[src/rtl/apb_arb_pkg.sv]
// apb_arb_pkg: shared state encoding, timing constants and payload widths
// for the APB request arbiter.
package apb_arb_pkg;
   localparam int HOLD_CYC = 4;
   localparam int GAP_CYC = 2;
   localparam int AW = 8;
   localparam int DW = 16;
   typedef enum logic [2:0] {
      S_IDLE,
      S_ISSUE,
      S_WAIT,
      S_RESP,
      S_GAP
   } state_t;
endpackage

[src/rtl/rr_arbiter.sv]
// rr_arbiter: combinational round-robin pick starting one past last.
module rr_arbiter #(
   parameter int N = 4,
   parameter int IW = 2
) (
   input  logic [N-1:0]  req,
   input  logic [IW-1:0] last,
   output logic [N-1:0]  gnt,
   output logic [IW-1:0] idx,
   output logic          any
);
   // Walk offsets from farthest to nearest so the nearest hit wins.
   always_comb begin
      idx = '0;
      any = 1'b0;
      for (int k = N; k >= 1; k--)
         if (req[(int'(last) + k) % N]) begin
            idx = IW'((int'(last) + k) % N);
            any = 1'b1;
         end
   end
   assign gnt = any ? N'(1) << idx : '0;
endmodule

[src/rtl/apb_req_arb.sv]
// apb_req_arb: round-robin sharing of the command-level APB config port.
// Define APB_ARB_TIMEOUT_EN to bound the WAIT state to TIMEOUT cycles.
module apb_req_arb
   import apb_arb_pkg::*;
#(
   parameter int NUM_REQ = 4,
   parameter int TIMEOUT = 1023
) (
   input  logic                  apb_clk,
   input  logic                  apb_rst,
   input  logic [NUM_REQ-1:0]    req,
   input  logic [NUM_REQ-1:0]    req_wr,
   input  logic [AW*NUM_REQ-1:0] req_addr,
   input  logic [DW*NUM_REQ-1:0] req_wdata,
   input  logic [NUM_REQ-1:0]    req_port,
   output logic [NUM_REQ-1:0]    ack,
   output logic [DW-1:0]         rsp_rdata,
   output logic                  rsp_err,
   output logic                  busy,
   output logic                  apb_cmd_en,
   output logic                  apb_wr_en,
   output logic                  apb_port,
   output logic [AW-1:0]         apb_wr_addr,
   output logic [DW-1:0]         apb_wr_data,
   input  logic                  apb_done,
   input  logic [DW-1:0]         apb_rd_data
);
   localparam int IW = $clog2(NUM_REQ);
   state_t state;
   logic [IW-1:0] last_gnt, win, gidx;
   logic [NUM_REQ-1:0] gnt;
   logic [2:0] cnt;
   logic any, seen_low, done_ok, expired;
   rr_arbiter #(.N(NUM_REQ), .IW(IW)) u_arb (
      .req(req),
      .last(last_gnt),
      .gnt(gnt),
      .idx(gidx),
      .any(any)
   );
   assign done_ok = seen_low && apb_done;
   assign busy = state != S_IDLE;
   assign apb_cmd_en = state == S_ISSUE;
`ifdef APB_ARB_TIMEOUT_EN
   localparam int TW = $clog2(TIMEOUT + 1);
   logic [TW-1:0] timer;
   assign expired = state == S_WAIT && timer == TW'(TIMEOUT - 1);
   always_ff @(posedge apb_clk)
      if (apb_rst || state != S_WAIT) timer <= '0;
      else timer <= timer + 1'b1;
`else
   // A negative TIMEOUT is meaningless, so this folds to a constant 0.
   assign expired = TIMEOUT < 0;
`endif
   always_ff @(posedge apb_clk) begin
      if (apb_rst) begin
         state <= S_IDLE;
         last_gnt <= IW'(NUM_REQ - 1);
         win <= '0;
         cnt <= '0;
         seen_low <= 1'b0;
         ack <= '0;
         rsp_rdata <= '0;
         rsp_err <= 1'b0;
         apb_wr_en <= 1'b0;
         apb_port <= 1'b0;
         apb_wr_addr <= '0;
         apb_wr_data <= '0;
      end else begin
         ack <= '0;
         rsp_rdata <= '0;
         rsp_err <= 1'b0;
         case (state)
            S_IDLE:
               if (any) begin
                  state <= S_ISSUE;
                  win <= gidx;
                  last_gnt <= gidx;
                  cnt <= '0;
                  seen_low <= 1'b0;
                  apb_wr_en <= req_wr[gidx];
                  apb_port <= req_port[gidx];
                  apb_wr_addr <= req_addr[gidx*AW +: AW];
                  apb_wr_data <= req_wdata[gidx*DW +: DW];
               end
            S_ISSUE: begin
               seen_low <= seen_low | ~apb_done;
               cnt <= cnt + 1'b1;
               if (cnt == 3'(HOLD_CYC - 1)) state <= S_WAIT;
            end
            S_WAIT: begin
               seen_low <= seen_low | ~apb_done;
               if (done_ok || expired) begin
                  state <= S_RESP;
                  ack <= NUM_REQ'(1) << win;
                  rsp_rdata <= done_ok && !apb_wr_en ? apb_rd_data : '0;
                  rsp_err <= !done_ok;
               end
            end
            S_RESP: begin
               state <= S_GAP;
               cnt <= '0;
            end
            S_GAP: begin
               cnt <= cnt + 1'b1;
               if (cnt == 3'(GAP_CYC - 1)) begin
                  state <= S_IDLE;
                  apb_wr_en <= 1'b0;
                  apb_port <= 1'b0;
                  apb_wr_addr <= '0;
                  apb_wr_data <= '0;
               end
            end
            default: state <= S_IDLE;
         endcase
      end
   end
endmodule

[config.mk]
export PLATFORM = sky130hd
export DESIGN_NAME = apb_req_arb
export DESIGN_NICKNAME = d
export VERILOG_FILES = /design/src/rtl/apb_arb_pkg.sv /design/src/rtl/rr_arbiter.sv /design/src/rtl/apb_req_arb.sv
export SDC_FILE = /design/constraint.sdc
export NUM_CORES = 1
export LEC_CHECK = 0
export CAP_MARGIN = 15
export CORE_MARGIN = 10
export CORE_UTILIZATION = 39
export CTS_CLUSTER_DIAMETER = 60
export DETAILED_ROUTE_END_ITERATION = 6
export PLACE_DENSITY = 0.9
export REMOVE_ABC_BUFFERS = 1
export SYNTH_ARGS = -nofsm -noshare
export SYNTH_HDL_FRONTEND = slang
export SYNTH_SLANG_ARGS = --single-unit
[constraint.sdc]
create_clock -name apb_clk -period 2.38 [get_ports apb_clk]
set_clock_uncertainty 0.05 [all_clocks]
set_input_delay 0.476 -clock apb_clk [delete_from_list [all_inputs] [get_ports apb_clk]]
set_output_delay 0.476 -clock apb_clk [all_outputs]
set_load 0.005 [all_outputs]
==> key figures <==
Layout
  • Diodes inserted: 0
  • Area of the multi-input gates: 0.00191 sq mm
  • Register Area: 0.00116 sq mm
  • Layout area overhead: 68.4%
  • Final net count: 666
  • Fill cell count: 637
  • Share of layout cells above drive strength 1: 13.5%

STA
  • Final Hold Viols: 0
  • Post-route minimum period: 2.25 ns
  • Max-slew violations: 0
  • Fin crit share: 94.4%
  • Hold_ws: 0.431 ns
  • Slew margin rel.: 54.4%
  • Slew @ Worst Pin: 0.683 ns
  • RSZ-0062 raised after global routing: no
  • Final setup violation count: 0
  • Max Clock Freq: 445 MHz

Synthesis
  • Synth area leaders: dfxtp_1 (36%), mux2i_1 (8.0%), o211ai_2 (7.7%), and4_1 (7.3%), o31a_1 (7.0%)
  • Mapped Area: 0.00325 sq mm
  • Prevailing post-synth register cell: dfxtp_1
  • Synthesis Warnings: 0
  • Largest area contributor in the netlist: dfxtp_1
  • Seq/Total Area, Yosys: 35.7%
  • Syn avg cell area: 9.29 sq um
  • Post-synth EDFFs: 0
  • Asr flop ratio synth: 0%
  • Distinct cells, synth: 51
  • #FFs+latches synth: 58
  • Syn Inst Count: 350
  • Post-synth top area share: 35.7%

Floorplanning
  • I/O pin cnt: 176
  • Die height: 111 um
  • Die Area: 0.0124 sq mm
  • # rows: 33
  • Die W: 111 um
  • Core area: 0.00818 sq mm
  • Initial Util: 39.8%

Routing
  • WL final: 12,600 um
  • DRT antenna net count: 0
  • DRC: 0
  • WL/cell: 19.5 um
  • Via Count: 3,569
  • Initial DRC Count: 185
  • First-pass iteration count of the detailed router: 4
  • Via density: 5.52

Global routing
  • Vias in the first global route: 3,795
  • Gr usage total: 19.2%
  • Initial antenna violation count: 0
  • First-pass GRT wire length: 19,600 um
  • Largest net degree at the start of global routing: 27
  • GRT overflow: 0

Setup path
  • CP bufs+invs: 1
  • Worst setup SP type: register
  • Worst EP required: 1.85 ns
  • CP endpoint kind: primary output
  • CP max FO: 14
  • Cell breakdown of the critical path: or3_1 > clkdlybuf4s50_1
  • Critical path arrival: 1.72 ns
  • Critical path class: register to primary output
  • Top delay family on crit path: flip-flops
  • CP max stage cell: dfxtp_1
  • CP peak stage delay: 0.61 ns

Clock tree
  • Hold_buf cts: 0
  • Clock root cell: clkbuf_8
  • CTS Sinks: 58
  • CTS tree: built
  • Clock latency on the worst-skew pair: 0.34 ns
  • Clock transition at path regs: 0.07 ns
  • H-tree depth: 3
  • TritonCTS Buffers: 9
  • Clk buf depth: 2

Min path
  • Tightest Hold Check Type: register to register

Place
  • Post-DP HPWL: 9820 um
  • Routability cong.: 0.831
  • Port bufs: 175

Pwr
  • VDD IR max: 0.294 mV
  • P per Cell Area: 561 mW/mm^2
  • Pleak: 2.14 nW
  • Total Power: 3.07 mW

Job
  • Max-cap violations: 0

Outcome
  • Status: finished, final reports clean
## final timing paths
kind | startpoint | endpoint | slack (ns) | cells after the start
max | state[1]$_SDFFE_PP0P_ | busy | 0.13 | 2
min reg2reg | apb_wr_data[1]$_SDFFE_PP0P_ | apb_wr_data[1]$_SDFFE_PP0P_ | 0.43 | 2
min | apb_wr_data[1]$_SDFFE_PP0P_ | apb_wr_data[1]$_SDFFE_PP0P_ | 0.43 | 2
max reg2reg | last_gnt[1]$_SDFFE_PP1P_ | apb_wr_addr[2]$_SDFFE_PP0P_ | 0.41 | 4
## timing repair
item,4_1_cts,5_1_grt
buffers inserted,0,0
resized for setup,1,1
setup endpoints to repair,26,2
## placed cells by master (no fill, tap or decap), types with 2 or more instances in the layout
master           synthesis  final
a21oi_1                  8      8
nor4_1                   2      2
buf_12                   2      5
o21ai_0                  8      7
bufinv_16                0      2
clkinv_2                 0      2
nand3_1                  3      3
nor2_1                  14     14
mux2i_1                 26     26
ha_1                     3      3
nand2b_1                 5      5
clkbuf_8                 0     10
and4_1                  27     27
clkdlybuf4s50_1          0    175
o21a_1                   2      2
nor2b_1                  2      2
nand2_1                 37     37
inv_1                    4      4
o211ai_1                 6      6
buf_4                    2     24
and2_1                  17     17
o211ai_2                20     20
dfxtp_1                 58     57
o31a_1                  26     26
nor3_1                   5      5
o21ai_1                 21     22
## sequential cells by signal, indices dropped and copies added (netlist names)
| name | count |
|---|---|
| apb_wr_data | 16 |
| rsp_rdata | 16 |
| apb_wr_addr | 8 |
| ack | 4 |
| cnt | 3 |
| state | 3 |
| last_gnt | 2 |
| win | 2 |
| apb_port | 1 |
| apb_wr_en | 1 |
| rsp_err | 1 |
| seen_low | 1 |
## metrics by stage
stage	TNS [ns]	std cells	worst slack [ns]	instance area (sq um)	util, %
final	0	646	0.134	5470	66.9
after floorplan	-7.09	321	-0.277	3080	-
after CTS	0	646	0.0765	5470	66.9
after detailed placement	-11.27	630	-0.508	5250	64.2
after global placement	-8.68	630	-0.389	5250	64.2
after global routing	0	646	0.0282	5470	66.9
## synth_stat cells (all sizes together), types with 3 or more instances
| library cell | n |
|---|---|
| dfxtp | 58 |
| nand2 | 37 |
| o21ai | 29 |
| and4 | 27 |
| mux2i | 26 |
| o211ai | 26 |
| o31a | 26 |
| clkbuf | 19 |
| and2 | 17 |
| nor2 | 15 |
| a21oi | 10 |
| buf | 10 |
| nor3 | 6 |
| nand2b | 5 |
| inv | 4 |
| ha | 3 |
| nand3 | 3 |
| nor2b | 3 |
## worst min-delay path, cell delays in order (launching register included)
cell,delay (ns)
dfxtp_1,0.33
nand2_1,0.06
o211ai_2,0.06
## kinds of logic (layout without fill, tap and decap cells)
kind of cell / count (synthesis) / after routing / synth area share (%)
other: 1 / 1 / 0.115
AOI/OAI and AO/OA: 104 / 104 / 25.9
muxes: 27 / 27 / 8.70
adders and majority gates: 3 / 3 / 1.15
and+or+nand+nor: 124 / 124 / 22.7
DFF: 58 / 58 / 35.7
buffers and inverters: 33 / 224 / 5.66
## metal layers
| layer | GRT usage [%] | vias to the layer above | part of all wire [%] |
|---|---|---|---|
| met4 | 9.34 | 0 | 3.9 |
| met5 | 0 | - | 0 |
| met3 | 8.82 | 39 | 11 |
| li1 | - | 1685 | - |
| met1 | 19.4 | 1654 | 38 |
| met2 | 32.7 | 191 | 48 |
## area by class of cell
| cell class | count | share of cell area [%] |
|---|---|---|
| well taps | 105 | 2.40 |
| clock buffers | 11 | 2.58 |
| repair buffers | 204 | 37.1 |
| inverters | 4 | 0.274 |
| multi-input cells | 259 | 35.0 |
| flip-flops and latches | 58 | 21.2 |
| clock inverters | 5 | 1.42 |
## power by group
group	total [mW]	switching [mW]	internal, mW
clock network	1.04	0.422	0.615
logic	0.913	0.366	0.548
registers	1.12	0.0653	1.05
total	3.07	0.853	2.22
(Power assumes the default switching activity.)
